===== src/rtl/msa_error_detector.sv =====
// msa_error_detector
//   Multi-channel main-summing-amplifier error stage. Each accepted sample is
//   multiplied by the inverting error-amplifier gain (-GAIN_NUM / 2^GAIN_SHIFT,
//   floor rounding) and clamped to [CLAMP_LO, CLAMP_HI]. Two hysteresis flags
//   are then updated per channel: high (tlf2h) and fine (tlf1h).
//   After reset a sweep clears one channel's state per cycle. Input is
//   accepted only once the sweep has finished.
//
// Build option: define MSA_ERR_DEBOUNCE_EN to require DEBOUNCE consecutive
//   qualifying samples before a flag toggles. Without it, a flag toggles on
//   the first qualifying sample.
//
// Ports
//   clk, rst     clock, synchronous active-high reset
//   in_valid     sample offered          in_ready  block can accept
//   in_chan      sample channel          in_error  signed summing-amp output
//   out_valid    result pulse            out_chan  result channel
//   out_mtp      clamped error           out_sign  out_mtp < 0
//   out_tlf2h    high flag after update  out_tlf1h fine flag after update
//   out_changed  a flag of out_chan changed on this result
module msa_error_detector #(
    parameter int CHANNELS   = 3,
    parameter int WIDTH      = 16,
    parameter int GAIN_NUM   = 15,
    parameter int GAIN_SHIFT = 1,
    parameter int CLAMP_HI   = 3300,
    parameter int CLAMP_LO   = -2000,
    parameter int HI_ON      = 1697,
    parameter int HI_OFF     = 925,
    parameter int FINE_ON    = 100,
    parameter int FINE_OFF   = 53,
    parameter int DEBOUNCE   = 3
) (
    input  logic                                               clk,
    input  logic                                               rst,
    input  logic                                               in_valid,
    output logic                                               in_ready,
    input  logic [((CHANNELS > 1) ? $clog2(CHANNELS) : 1)-1:0] in_chan,
    input  logic signed [WIDTH-1:0]                            in_error,
    output logic                                               out_valid,
    output logic [((CHANNELS > 1) ? $clog2(CHANNELS) : 1)-1:0] out_chan,
    output logic signed [WIDTH-1:0]                            out_mtp,
    output logic                                               out_tlf2h,
    output logic                                               out_tlf1h,
    output logic                                               out_sign,
    output logic                                               out_changed
);
    localparam int CW    = (CHANNELS > 1) ? $clog2(CHANNELS) : 1;
    localparam int CHW   = CW + 1;
    localparam int NSLOT = 1 << CW;
    localparam int PW    = WIDTH + 16;

    localparam logic signed [PW-1:0] NEG_GAIN   = -PW'(GAIN_NUM);
    localparam logic signed [PW-1:0] CLAMP_HI_W = PW'(CLAMP_HI);
    localparam logic signed [PW-1:0] CLAMP_LO_W = PW'(CLAMP_LO);
    localparam logic signed [PW-1:0] HI_ON_W    = PW'(HI_ON);
    localparam logic signed [PW-1:0] HI_OFF_W   = PW'(HI_OFF);
    localparam logic signed [PW-1:0] FINE_ON_W  = PW'(FINE_ON);
    localparam logic signed [PW-1:0] FINE_OFF_W = PW'(FINE_OFF);

    if (CHANNELS < 1 || DEBOUNCE < 1) begin : g_bad_param
        $error("msa_error_detector: CHANNELS and DEBOUNCE must be >= 1");
    end

    function automatic logic signed [PW-1:0] sat_clamp(input logic signed [PW-1:0] v);
        if (v > CLAMP_HI_W)      return CLAMP_HI_W;
        else if (v < CLAMP_LO_W) return CLAMP_LO_W;
        else                     return v;
    endfunction

    function automatic logic signed [PW-1:0] abs_val(input logic signed [PW-1:0] v);
        return (v < 0) ? -v : v;
    endfunction

    typedef enum logic [0:0] {CLEAR, RUN} state_t;

    state_t        state_q, state_d;
    logic [CW-1:0] idx_q, idx_d;
    logic          clr_en;
    logic          accept;

    logic                   vld_p1;
    logic [CW-1:0]          chan_p1;
    logic signed [PW-1:0]   prod_p1;

    logic [NSLOT-1:0]       hi_q, fine_q;
    logic signed [PW-1:0]   mtp_w, mag_w;
    logic                   hi_cur, fine_cur, hi_qual, fine_qual, hi_n, fine_n;

`ifdef MSA_ERR_DEBOUNCE_EN
    localparam int CNTW = $clog2(DEBOUNCE + 1);
    localparam logic [CNTW-1:0] CNT_LAST = CNTW'(DEBOUNCE - 1);
    logic [CNTW-1:0] hi_cnt_q [NSLOT];
    logic [CNTW-1:0] fine_cnt_q [NSLOT];
    logic [CNTW-1:0] hi_cnt_n, fine_cnt_n;
`endif

    // Clear sweep: one channel per cycle, then release the input.
    always_ff @(posedge clk) begin
        if (rst) begin
            state_q <= CLEAR;
            idx_q   <= '0;
        end else begin
            state_q <= state_d;
            idx_q   <= idx_d;
        end
    end

    always_comb begin
        state_d = state_q;
        idx_d   = idx_q;
        clr_en  = 1'b0;
        case (state_q)
            CLEAR: begin
                clr_en = 1'b1;
                if (idx_q == CW'(CHANNELS - 1)) begin
                    state_d = RUN;
                    idx_d   = '0;
                end else begin
                    idx_d = idx_q + 1'b1;
                end
            end
            default: ;
        endcase
    end

    assign in_ready = (state_q == RUN) && !rst;
    assign accept   = in_valid && in_ready;

    // Stage 1: register the scaled product; out-of-range channels are dropped here.
    always_ff @(posedge clk) begin
        if (rst) vld_p1 <= 1'b0;
        else     vld_p1 <= accept && ({1'b0, in_chan} < CHW'(CHANNELS));
    end

    always_ff @(posedge clk) begin
        chan_p1 <= in_chan;
        prod_p1 <= (PW'(in_error) * NEG_GAIN) >>> GAIN_SHIFT;
    end

    // Stage 2: clamp, hysteresis, per-channel state update and output register.
    always_comb begin
        mtp_w     = sat_clamp(prod_p1);
        mag_w     = abs_val(mtp_w);
        hi_cur    = hi_q[chan_p1];
        fine_cur  = fine_q[chan_p1];
        // A qualifying sample is one that argues for the opposite flag state.
        hi_qual   = hi_cur   ? (mag_w < HI_OFF_W)   : (mag_w >= HI_ON_W);
        fine_qual = fine_cur ? (mag_w < FINE_OFF_W) : (mag_w >= FINE_ON_W);
`ifdef MSA_ERR_DEBOUNCE_EN
        hi_n       = hi_cur;
        fine_n     = fine_cur;
        hi_cnt_n   = '0;
        fine_cnt_n = '0;
        if (hi_qual) begin
            if (hi_cnt_q[chan_p1] == CNT_LAST) hi_n = ~hi_cur;
            else                               hi_cnt_n = hi_cnt_q[chan_p1] + 1'b1;
        end
        if (fine_qual) begin
            if (fine_cnt_q[chan_p1] == CNT_LAST) fine_n = ~fine_cur;
            else                                 fine_cnt_n = fine_cnt_q[chan_p1] + 1'b1;
        end
`else
        hi_n   = hi_qual   ? ~hi_cur   : hi_cur;
        fine_n = fine_qual ? ~fine_cur : fine_cur;
`endif
    end

    always_ff @(posedge clk) begin
        if (clr_en) begin
            hi_q[idx_q]   <= 1'b0;
            fine_q[idx_q] <= 1'b0;
`ifdef MSA_ERR_DEBOUNCE_EN
            hi_cnt_q[idx_q]   <= '0;
            fine_cnt_q[idx_q] <= '0;
`endif
        end else if (vld_p1 && !rst) begin
            hi_q[chan_p1]   <= hi_n;
            fine_q[chan_p1] <= fine_n;
`ifdef MSA_ERR_DEBOUNCE_EN
            hi_cnt_q[chan_p1]   <= hi_cnt_n;
            fine_cnt_q[chan_p1] <= fine_cnt_n;
`endif
        end
    end

    always_ff @(posedge clk) begin
        if (rst) begin
            out_valid   <= 1'b0;
            out_chan    <= '0;
            out_mtp     <= '0;
            out_tlf2h   <= 1'b0;
            out_tlf1h   <= 1'b0;
            out_sign    <= 1'b0;
            out_changed <= 1'b0;
        end else begin
            out_valid   <= vld_p1;
            out_changed <= vld_p1 && ((hi_n != hi_cur) || (fine_n != fine_cur));
            if (vld_p1) begin
                out_chan  <= chan_p1;
                out_mtp   <= mtp_w[WIDTH-1:0];
                out_tlf2h <= hi_n;
                out_tlf1h <= fine_n;
                out_sign  <= mtp_w[PW-1];
            end
        end
    end
endmodule


===== config.mk =====
export PLATFORM = sky130hd
export DESIGN_NAME = msa_error_detector
export DESIGN_NICKNAME = d
export VERILOG_FILES = /design/src/rtl/msa_error_detector.sv
export SDC_FILE = /design/constraint.sdc
export NUM_CORES = 1
export LEC_CHECK = 0
export BUFFER_PORTS_ARGS = -buffer_cell sky130_fd_sc_hd__buf_2
export CAP_MARGIN = 20
export CORE_AREA = 2 2 93 95
export CTS_BUF_LIST = sky130_fd_sc_hd__clkbuf_4 sky130_fd_sc_hd__clkbuf_8
export CTS_CLUSTER_SIZE = 10
export DETAILED_ROUTE_END_ITERATION = 7
export DIE_AREA = 0 0 95 97
export GPL_TIMING_DRIVEN = 0
export PLACE_DENSITY = 0.68
export REMOVE_ABC_BUFFERS = 1
export SETUP_SLACK_MARGIN = 0.4
export SYNTH_ARGS = -nofsm -noshare
export SYNTH_HDL_FRONTEND = slang
export SYNTH_SLANG_ARGS = --single-unit

===== constraint.sdc =====
create_clock -name clk -period 6.6 [get_ports clk]
set_clock_uncertainty 0.05 [all_clocks]
set_input_delay 0.33 -clock clk [delete_from_list [all_inputs] [get_ports clk]]
set_output_delay 0.33 -clock clk [all_outputs]
set_load 0.02 [all_outputs]

## After elaboration in Yosys (flattened, before gate mapping)

Index checks and enable logic that the tools add are counted.

| cells by class | value |
|---|---|
| add/subtract/negate cells | 2 |
| multipliers | 1 |
| order comparisons | 12 |
| eq/ne operators | 4 |
| muxes and demuxes | 24 |
| bitwise gates (word level) | 5 |
| reduce and logical (&&, ||, !) cells | 9 |

Operators with widths:

| operator | number |
|---|---|
| $mux W32 | 3 |
| $ge A32 B12 Y1 const B | 1 |
| $ge A32 B8 Y1 const B | 1 |
| $lt A32 B1 Y1 const B | 1 |
| $lt A32 B11 Y1 const B | 1 |
| $lt A32 B7 Y1 const B | 1 |
| $neg A32 Y32 | 1 |
| $mul A16 B5 Y21 const B | 1 |
| $gt A20 B13 Y1 const B | 1 |
| $lt A20 B12 Y1 const B | 1 |
| $mux W4 | 4 |
| $mux W1 | 10 |
| $and A4 B4 Y4 | 2 |
| $bwmux W4 | 2 |
| $logic_and A1 B1 Y1 | 7 |
| $lt A2 B3 Y1 const B | 2 |
| $bmux W1 S2 | 2 |
| $demux W1 S2 | 2 |
| $ge A2 B1 Y1 const B | 2 |
| $not A4 Y4 | 1 |
| $add A2 B1 Y2 const B | 1 |
| $eq A2 B2 Y1 const B | 1 |
| $lt A2 B2 Y1 const B | 1 |
| $mux W2 | 1 |
| 5 further kinds | 7 |

| word-level totals | value |
|---|---|
| register bits after elaboration | 57 |
| output and inout bits | 24 |
| word-level logic and storage cells | 71 |

## Longest topological paths before layout

Gate-level depths: netlist of the first run.

| depth | value |
|---|---|
| depth after elaboration | 11 |
| mapped depth | 20 |
| gate-level depth less buffers | 15 |

## Worst setup path before layout of the first run

OpenSTA, ideal clock, no wires.

| timing path | value |
|---|---|
| path type | flip-flop to flip-flop |
| start | reg prod_p1[9] |
| end | reg hi_q[0] (data pin) |
| arrival | 4.660 ns |
| data required time | 6.280 ns |
| setup slack | 1.620 ns |
| stages on the path, launching flop included | 20 |
| period minus slack after synthesis | 4.980 ns |
| cells stage by stage | dfxtp_1 clkbuf_1 or3_1 a2111oi_0 or4_1 ha_1 clkbuf_1 buf_1 clkbuf_1 nor2_1 nand2_1 ha_1 or4b_1 or2_1 a211oi_2 o22ai_1 or4_4 nor3_2 and3_4 o41ai_2 |

| on the way | value |
|---|---|
| longest elaborated chain between the ends | 11 |
| elaborated cells between the ends (all ways) | 14 |
| those cells by class | add/sub: 1; order compare: 5; mux: 8 |

RTL lines:

| item | line | RTL |
|---|---|---|
| start, declared | 84 | `logic signed [PW-1:0] prod_p1;` |
| start signal, assigned | 138 | `prod_p1 <= (PW'(in_error) * NEG_GAIN) >>> GAIN_SHIFT;` |
| $lt A20 B12 Y1 | 67 | `else if (v < CLAMP_LO_W) return CLAMP_LO_W;` |
| $mux W32 | 67 |  |
| $mux W32 * | 66 | `if (v > CLAMP_HI_W) return CLAMP_HI_W;` |
| $neg A32 Y32 or $lt A32 B1 Y1 (tied branches) | 72 | `return (v < 0) ? -v : v;` |
| $mux W32 * | 72 |  |
| $ge A32 B12 Y1 or $lt A32 B11 Y1 (tied branches) | 148 | `hi_qual = hi_cur ? (mag_w < HI_OFF_W) : (mag_w >= HI_ON_W);` |
| $mux W1 * | 148 |  |
| $mux W1 * | 164 | `hi_n = hi_qual ? ~hi_cur : hi_cur;` |
| $bwmux W4 * | 178 | `hi_q[chan_p1] <= hi_n;` |
| $mux W4 * | 177 | `end else if (vld_p1 && !rst) begin` |
| $mux W4 * | 170 | `if (clr_en) begin` |
| end signal, assigned by index | 178 |  |
| end, declared | 86 | `logic [NSLOT-1:0] hi_q, fine_q;` |

Every way passes the cells marked *; elsewhere a longest branch is shown, timed or not. The select of a mux whose other input is x is not followed.
A chain may end at the register's enable or synchronous reset.

## Worst setup path in the final report of the first run

| timing path | value |
|---|---|
| start | reg prod_p1[9] |
| end | reg fine_q[0] (data pin) |

| on the way | value |
|---|---|
| longest elaborated chain between the ends | 11 |
| elaborated cells between the ends (all ways) | 14 |
| those cells by class | add/sub: 1; order compare: 5; mux: 8 |

RTL lines:

| item | line | RTL |
|---|---|---|
| $lt A20 B12 Y1 | 67 |  |
| $mux W32 | 67 |  |
| $mux W32 * | 66 |  |
| $neg A32 Y32 or $lt A32 B1 Y1 (tied branches) | 72 |  |
| $mux W32 * | 72 |  |
| $ge A32 B8 Y1 or $lt A32 B7 Y1 (tied branches) | 149 | `fine_qual = fine_cur ? (mag_w < FINE_OFF_W) : (mag_w >= FINE_ON_W);` |
| $mux W1 * | 149 |  |
| $mux W1 * | 165 | `fine_n = fine_qual ? ~fine_cur : fine_cur;` |
| $bwmux W4 * | 179 | `fine_q[chan_p1] <= fine_n;` |
| $mux W4 * | 177 |  |
| $mux W4 * | 170 |  |
| end signal, assigned by index | 179 |  |
| end, declared | 86 |  |

Marked as above.

==> flow_metrics.tcl, run 1 <==
set metrics [dict create \
    outcome "completed" \
    worst_skew_pair.late_latency_ns 0.34 \
    post_cts_sizing 0 \
    die_w_microns 95 \
    power.leakage_nw 1.98 \
    synth_top_cells_by_count "sky130_fd_sc_hd__dfxtp_1 (49), sky130_fd_sc_hd__ha_1 (44), sky130_fd_sc_hd__nor2_1 (36), sky130_fd_sc_hd__nand2_1 (32), sky130_fd_sc_hd__inv_1 (28)" \
    worst_hold_path_endpoint "prod_p1[0]" \
    sequential_cell_area_fraction_in_the_yosys_report_pct 30.7 \
    synth_most_common_cell "sky130_fd_sc_hd__dfxtp_1" \
    syn_area_sq_um 3980 \
    vdd.ir_drop.worst_mv 0.0842 \
    netlist.top_cell.by_area "sky130_fd_sc_hd__dfxtp_1" \
    synthesis.area_per_instance_sq_um 8.76 \
    maxCapViolCount 0 \
    drt-wirelength-per-cell_microns 15.0 \
    cts_max_level 3 \
    worstHoldStart "in_error[1]" \
    postLayoutCoreUtil_pct 54.6 \
    dp_slack_ns 1.06 \
    report.final.setup_viol 0 \
    grtUsageTotal_pct 20.3 \
    post_cts_hold_buffer_count 0 \
    finalWirelength_microns 8980 \
    drv_slew 0 \
    worst_setup_path_start_kind "register" \
    fmax_mhz 198 \
    hold_viol 0 \
    worst_hold_path_type "in -> reg" \
    filler_cell_count 757 \
    standard_cell_row_count 33 \
    synth_seq_cells 57 \
    synthesis_to_layout_area_growth_pct 11.7 \
    reg2reg_from "prod_p1[9]" \
    timing.rr.end "fine_q[0]" \
    netlist_instances 454 \
    fp.coreArea_sq_um 8130 \
    gp_congestion 0.891 \
    post-synth-top-area-fraction_pct 24.7 \
    ys_warn_count 0 \
    layout-drive-gt1-share_pct 17.4 \
    floorplan.die_area_sq_um 9220 \
    detail_route.vias_per_cell 5.82 \
    num_antenna_cells 0 \
    cts.reportedPaths.clkPinSlew_ns 0.07 \
    boundaryPins 45 \
    port-buffer-count 44 \
    worstMarginPinSlew_ns 1.06 \
    antenna_found_initial 0 \
    dominant_register_cell_in_the_synthesized_netlist "sky130_fd_sc_hd__dfxtp_1" \
    rsz0062_at_grt "false" \
    grt_first_pass_wirelength_microns 15000 \
    grt_start_max_net_pins 42 \
    tritoncts "built" \
    post-cts-setup-buffers 0 \
    worstHoldPathCells 1 \
    vias 3481 \
    number_of_global_route_vias_before_repair 3308 \
    final-seq-area_sq_um 1220 \
    critical_path_peak_fanout 35 \
    drtIter0Drc 284 \
    min_period_ns 5.05 \
    yosysUniqueCellTypes 69 \
    arrival_ns 5.07 \
    multi_input_comb_area_sq_um 2550 \
    share_of_the_clock_period_used_by_the_worst_path_after_layout_pct 76.5 \
    cts.path.max_buffers 2 \
    reg2reg_slack_ns 1.55 \
    tritoncts.num_buffers 9 \
    postRouteAntennaNets 0 \
    totalNegativeSetupSlack_ns 0 \
    remaining_drc_errors 0 \
    synth_edf_count 8 \
    cts.sink_count 57 \
    timing.critical_path.to_type "register" \
    cp_data_required_time_ns 6.62 \
    critical_path_class "reg -> reg" \
    global_route.overflow_total 0 \
    drt_pre_antenna_iters 4 \
    report.power.total_mw 1.19 \
    finalNetCount 556 \
    power_density_nw_per_um2 267 \
    slew-limit-headroom_pct 29.3 \
    half_perimeter_wire_length_after_detailed_placement_microns 6680 \
    async_reset_ff_share_pct 0 \
    yosys-top-cells-area "sky130_fd_sc_hd__dfxtp_1 (25%), sky130_fd_sc_hd__ha_1 (14%), sky130_fd_sc_hd__edfxtp_1 (6.0%)" \
    clock-root-buffer "sky130_fd_sc_hd__clkbuf_8" \
    worst_slack_ns 1.55 \
    floorplan.die.height_microns 97 \
    ff2ff_path_depth 16 \
    initial_util_pct 48.9 \
]
final cells by class:
type	count	share of cell area, %
Timing Repair Buffer	45	5.58
Tap cell	105	2.96
Clock inverter	5	0.676
Inverter	30	2.53
Multi-Input combinational cell	345	57.5
Clock buffer	11	3.27
Sequential cell	57	27.5
placed cells by master (no fill, tap or decap), drive strengths merged, types with 7 or more instances in the layout:
master,synthesis,final
o211ai,10,10
o21ai,23,23
a21o,10,10
inv,28,29
nand3,10,10
nor2,37,37
ha,44,44
a31oi,7,7
nor3,13,13
dfxtp,49,49
clkbuf,18,11
buf,4,45
a21oi,27,27
nand2b,8,8
xnor2,13,13
nand2,32,32
edfxtp,8,8
nor4,9,9
cell families after synthesis:
kind of cell	Yosys count	share of synthesized area, %
AOI/OAI and AO/OA	129	22.9
xor gates and xnor gates	16	3.52
adders and majority gates	47	15.3
buffers and inverters	52	5.09
DFF	57	30.7
muxes	9	2.96
and+or+nand+nor	144	19.5
report_power, final:
part / internal (mW) / switching (mW)
logic: 0.174 / 0.219
clock network: 0.149 / 0.143
registers: 0.416 / 0.0847
total: 0.739 / 0.446
metrics by stage:
stage | instances | hold slack [ns] | area (sq um)
floorplan | 432 | 0.308 | 3890
global placement | 581 | 0.378 | 4240
detailed placement | 581 | 0.387 | 4240
CTS | 597 | 0.0426 | 4420
global route | 598 | 0.0356 | 4440
finish | 598 | 0.0488 | 4440
critical path, cell delays in order, from the launching register on:
cell	delay (ns)
sky130_fd_sc_hd__dfxtp_1	0.42
sky130_fd_sc_hd__or3_1	0.49
sky130_fd_sc_hd__a2111oi_0	0.45
sky130_fd_sc_hd__or4_1	0.17
sky130_fd_sc_hd__ha_1	0.29
sky130_fd_sc_hd__buf_16	0.22
sky130_fd_sc_hd__nor2_1	0.09
sky130_fd_sc_hd__nand2_1	0.11
sky130_fd_sc_hd__ha_1	0.35
sky130_fd_sc_hd__or4b_1	0.56
sky130_fd_sc_hd__or2_1	0.30
sky130_fd_sc_hd__a211oi_2	0.16
sky130_fd_sc_hd__o22ai_1	0.11
sky130_fd_sc_hd__or4_4	0.52
sky130_fd_sc_hd__nand3b_4	0.18
sky130_fd_sc_hd__nor2_4	0.18
sky130_fd_sc_hd__o41ai_1	0.10
how the worst max path moves through the flow:
stage | start | to | slack [ns] | cells after the start
final | prod_p1[9] | fine_q[0] | 1.55 | 16
after global routing | prod_p1[8] | hi_q[0] | 1.28 | 16
after CTS | prod_p1[9] | fine_q[0] | 1.06 | 15
after detailed placement | prod_p1[9] | fine_q[0] | 1.06 | 15
after floorplan | prod_p1[9] | hi_q[0] | 1.85 | 15
after global placement | prod_p1[9] | hi_q[0] | 1.09 | 15
per-layer routing:
layer  GRT usage (%)  up-vias  wire length, microns
li1                -     1761                     -
met1            26.7     1598                  4210
met2            32.8      114                  4170
met3            4.91        8                   512
met4            5.69        0                    90
met5               0        -                     0
flip-flops by register name (all words and copies together), names as in the netlist:
name / flops
prod_p1: 20
out_mtp: 16
fine_q: 4
hi_q: 4
chan_p1: 2
idx_q: 2
out_chan: 2
out_changed: 1
out_sign: 1
out_tlf1h: 1
out_tlf2h: 1
out_valid: 1
state_q: 1
vld_p1: 1
No activity file was read; power rests on OpenSTA's default activity.
==> run 2, diff against run 1 <==
--- a/config.mk
+++ b/config.mk
@@ -5,6 +5,7 @@
 export SDC_FILE = /design/constraint.sdc
 export NUM_CORES = 1
 export LEC_CHECK = 0
+export ABC_AREA = 1
 export BUFFER_PORTS_ARGS = -buffer_cell sky130_fd_sc_hd__buf_2
 export CAP_MARGIN = 20
 export CORE_AREA = 2 2 93 95
==> constraint.sdc (replaced) <==
create_clock -name clk -period 4.95 [get_ports clk]
set_clock_uncertainty 0.05 [all_clocks]
set_input_delay 0.2475 -clock clk [delete_from_list [all_inputs] [get_ports clk]]
set_output_delay 0.2475 -clock clk [all_outputs]
set_load 0.02 [all_outputs]
==> run 2 against run 1 <==
Effect of this change: area after synthesis is 0.50% higher; sequential power is 25% higher; critical endpoint is now hi_q[3]; non-clock buffer count is 4 higher; sequential share of layout area is 0.50 points lower; largest cell class unchanged; via count is 4.5% higher.
==> flow_metrics.tcl, run 2 <==
set metrics [dict create \
    outcome "completed" \
    num_antenna_cells 0 \
    postLayoutCellArea_sq_um 4530 \
    reg2reg_from "prod_p1[19]" \
    synth_edf_count 8 \
    dominant_register_cell_in_the_synthesized_netlist "sky130_fd_sc_hd__dfxtp_1" \
    die_w_microns 95 \
    vdd.ir_drop.worst_mv 0.122 \
    tritoncts "built" \
    post-cts-setup-buffers 0 \
    biggestRegsByFlops "prod_p1 (20), out_mtp (16)" \
    detail_route.vias_per_cell 5.12 \
    initial_util_pct 49.2 \
    dp.cells 690 \
    port-buffer-count 44 \
    cts.path.max_buffers 2 \
    largest-register "prod_p1" \
    boundaryPins 45 \
    post-synth-top-area-fraction_pct 24.5 \
    report.final.setup_viol 0 \
    worstMarginPinSlew_ns 0.672 \
    remaining_drc_errors 0 \
    worstHoldPathCells 2 \
    postRouteAntennaNets 0 \
    post_cts_sizing 0 \
    ff2ff_path_depth 22 \
    critical_path_peak_fanout 15 \
    finalWirelength_microns 8410 \
    synthesis_to_layout_area_growth_pct 13.2 \
    critical_path_class "reg -> reg" \
    slew-limit-headroom_pct 55.1 \
    netlist_instances 553 \
    post_dp_area_sq_um 4280 \
    final_common_cell "sky130_fd_sc_hd__nand2_1" \
    netlist.top_cell.by_area "sky130_fd_sc_hd__dfxtp_1" \
    ys_warn_count 0 \
    worstHoldStart "rst" \
    maxCapViolCount 0 \
    finalNetCount 669 \
    drt_pre_antenna_iters 4 \
    worst_hold_path_endpoint "state_q" \
    worst_hold_path_type "in -> reg" \
    drv_slew 0 \
    vias 3639 \
    cts_max_level 3 \
    power.leakage_nw 2.38 \
    reg2reg_slack_ns 0.79 \
    arrival_ns 4.22 \
    worst_skew_pair.late_latency_ns 0.36 \
    final-instance-count-excl-fill 711 \
    hold_viol 0 \
    fmax_mhz 240 \
    drtIter0Drc 135 \
    hold-worst-slack_ns 0.0865 \
    cp_data_required_time_ns 5.01 \
    timing.rr.end "hi_q[3]" \
    drt-wirelength-per-cell_microns 11.8 \
    share_of_the_clock_period_used_by_the_worst_path_after_layout_pct 84.1 \
    number_of_global_route_vias_before_repair 3272 \
    grtUsageTotal_pct 19.4 \
    grt_start_max_net_pins 38 \
    largest_register_ff_count 20 \
    synthesis.area_per_instance_sq_um 7.23 \
    tritoncts.num_buffers 9 \
    yosysUniqueCellTypes 43 \
    timing.critical_path.to_type "register" \
    layout-drive-gt1-share_pct 15.5 \
    yosys-top-cells-area "sky130_fd_sc_hd__dfxtp_1 (25%), sky130_fd_sc_hd__ha_1 (14%), sky130_fd_sc_hd__nand2_1 (12%)" \
    floorplan.die_area_sq_um 9220 \
    fp.coreArea_sq_um 8130 \
    synth_most_common_cell "sky130_fd_sc_hd__nand2_1" \
    async_reset_ff_share_pct 0 \
    totalNegativeSetupSlack_ns 0 \
    standard_cell_row_count 33 \
    post_cts_hold_buffer_count 5 \
    gp_congestion 0.871 \
    grt_first_pass_wirelength_microns 14200 \
    final_cell_mix "sky130_fd_sc_hd__nand2_1 (127), sky130_fd_sc_hd__inv_1 (76), sky130_fd_sc_hd__nand3_1 (50)" \
    floorplan.die.height_microns 97 \
    synth_top_cells_by_count "sky130_fd_sc_hd__nand2_1 (127), sky130_fd_sc_hd__inv_1 (76), sky130_fd_sc_hd__nand3_1 (50), sky130_fd_sc_hd__dfxtp_1 (49), sky130_fd_sc_hd__nor2_1 (47)" \
    global_route.overflow_total 0 \
    antenna_found_initial 0 \
    cts.reportedPaths.clkPinSlew_ns 0.07 \
    sequential_cell_area_fraction_in_the_yosys_report_pct 30.5 \
    synth_seq_cells 57 \
    power_density_nw_per_um2 376 \
    clock-root-buffer "sky130_fd_sc_hd__clkbuf_8" \
    half_perimeter_wire_length_after_detailed_placement_microns 6670 \
    worst_setup_path_start_kind "register" \
    syn_area_sq_um 4000 \
    rsz0062_at_grt "false" \
    min_period_ns 4.16 \
    cts.sink_count 57 \
]
[run 2: cell types whose count changed after synthesis, sizes merged, moves of 10 or more]
cell / previous run / this run
o21ai: 23 / 44
clkbuf: 18 / 6
inv: 28 / 84
nand2: 32 / 137
xor2: 3 / 16
xnor2: 13 / 1
nor2: 37 / 51
a21o: 10 / 0
nand3: 10 / 55
nor3: 13 / 2
[run 2: cells by family (layout without fill, tap and decap cells)]
group | count (synthesis) | after routing | share of synthesized area (%)
AOI/OAI and AO/OA | 81 | 81 | 12.3
xor gates and xnor gates | 17 | 17 | 3.72
and+or+nand+nor | 254 | 254 | 28.3
DFF | 57 | 57 | 30.5
adders and majority gates | 47 | 47 | 15.3
buffers and inverters | 97 | 150 | 9.79
[run 2: critical path, stage by stage, from the launching register on]
cell and delay [ns]:
sky130_fd_sc_hd__dfxtp_1 0.35, sky130_fd_sc_hd__inv_1 0.10, sky130_fd_sc_hd__nor4_1 0.30, sky130_fd_sc_hd__o41ai_1 0.13, sky130_fd_sc_hd__ha_1 0.49, sky130_fd_sc_hd__inv_4 0.14, sky130_fd_sc_hd__nand2_1 0.12, sky130_fd_sc_hd__inv_1 0.07
sky130_fd_sc_hd__nand2_1 0.09, sky130_fd_sc_hd__ha_1 0.21, sky130_fd_sc_hd__nand2_2 0.08, sky130_fd_sc_hd__nor2_4 0.12, sky130_fd_sc_hd__nand3_2 0.11, sky130_fd_sc_hd__o311ai_4 0.43, sky130_fd_sc_hd__nand3_1 0.13, sky130_fd_sc_hd__nand2_1 0.08
sky130_fd_sc_hd__nand3_1 0.07, sky130_fd_sc_hd__nor2_1 0.18, sky130_fd_sc_hd__nand2_1 0.12, sky130_fd_sc_hd__nor2_1 0.16, sky130_fd_sc_hd__nand3_1 0.09, sky130_fd_sc_hd__nand2_1 0.20, sky130_fd_sc_hd__o21ai_1 0.08
[run 2: layer usage]
| metal | vias to the layer above | track usage [%] | routed length [microns] |
|---|---|---|---|
| met2 | 67 | 33.8 | 4100 |
| met1 | 1648 | 22.9 | 3840 |
| li1 | 1911 | - | - |
| met3 | 13 | 4.21 | 289 |
| met5 | - | 0 | 0 |
| met4 | 0 | 7.36 | 174 |
[run 2: per-stage QoR]
stage	worst slack, ns	utilization [%]	total power [mW]
after floorplan	1.44	-	1.13
after global placement	0.804	52.6	1.26
after detailed placement	0.785	52.6	1.27
after CTS	0.779	55.6	1.71
after global routing	0.403	55.6	1.83
final	0.789	55.6	1.70
[run 2: worst max-delay path by stage]
stage               cells past startpoint  slack [ns]        end         from
floorplan                              22        1.44  fine_q[1]  prod_p1[19]
global placement                       22        0.80    hi_q[2]  prod_p1[19]
detailed placement                     22        0.79    hi_q[0]  prod_p1[19]
CTS                                    22        0.78    hi_q[3]  prod_p1[19]
global route                           22        0.40    hi_q[2]  prod_p1[19]
finish                                 22        0.79    hi_q[3]  prod_p1[19]
[run 2: report_power, final]
group          internal, mW  switching (mW)  leakage (nW)
Clock                 0.231           0.198        0.0929
Combinational         0.227           0.421          1.79
Sequential            0.565          0.0588         0.495
[run 2: final cells by class]
type,instances,area (sq um)
Clock buffer,9,124
Clock inverter,7,71.3
Fill cell,798,3610
Inverter,85,322
Multi-Input combinational cell,399,2390
Sequential cell,57,1220
Tap cell,105,131
Timing Repair Buffer,49,270
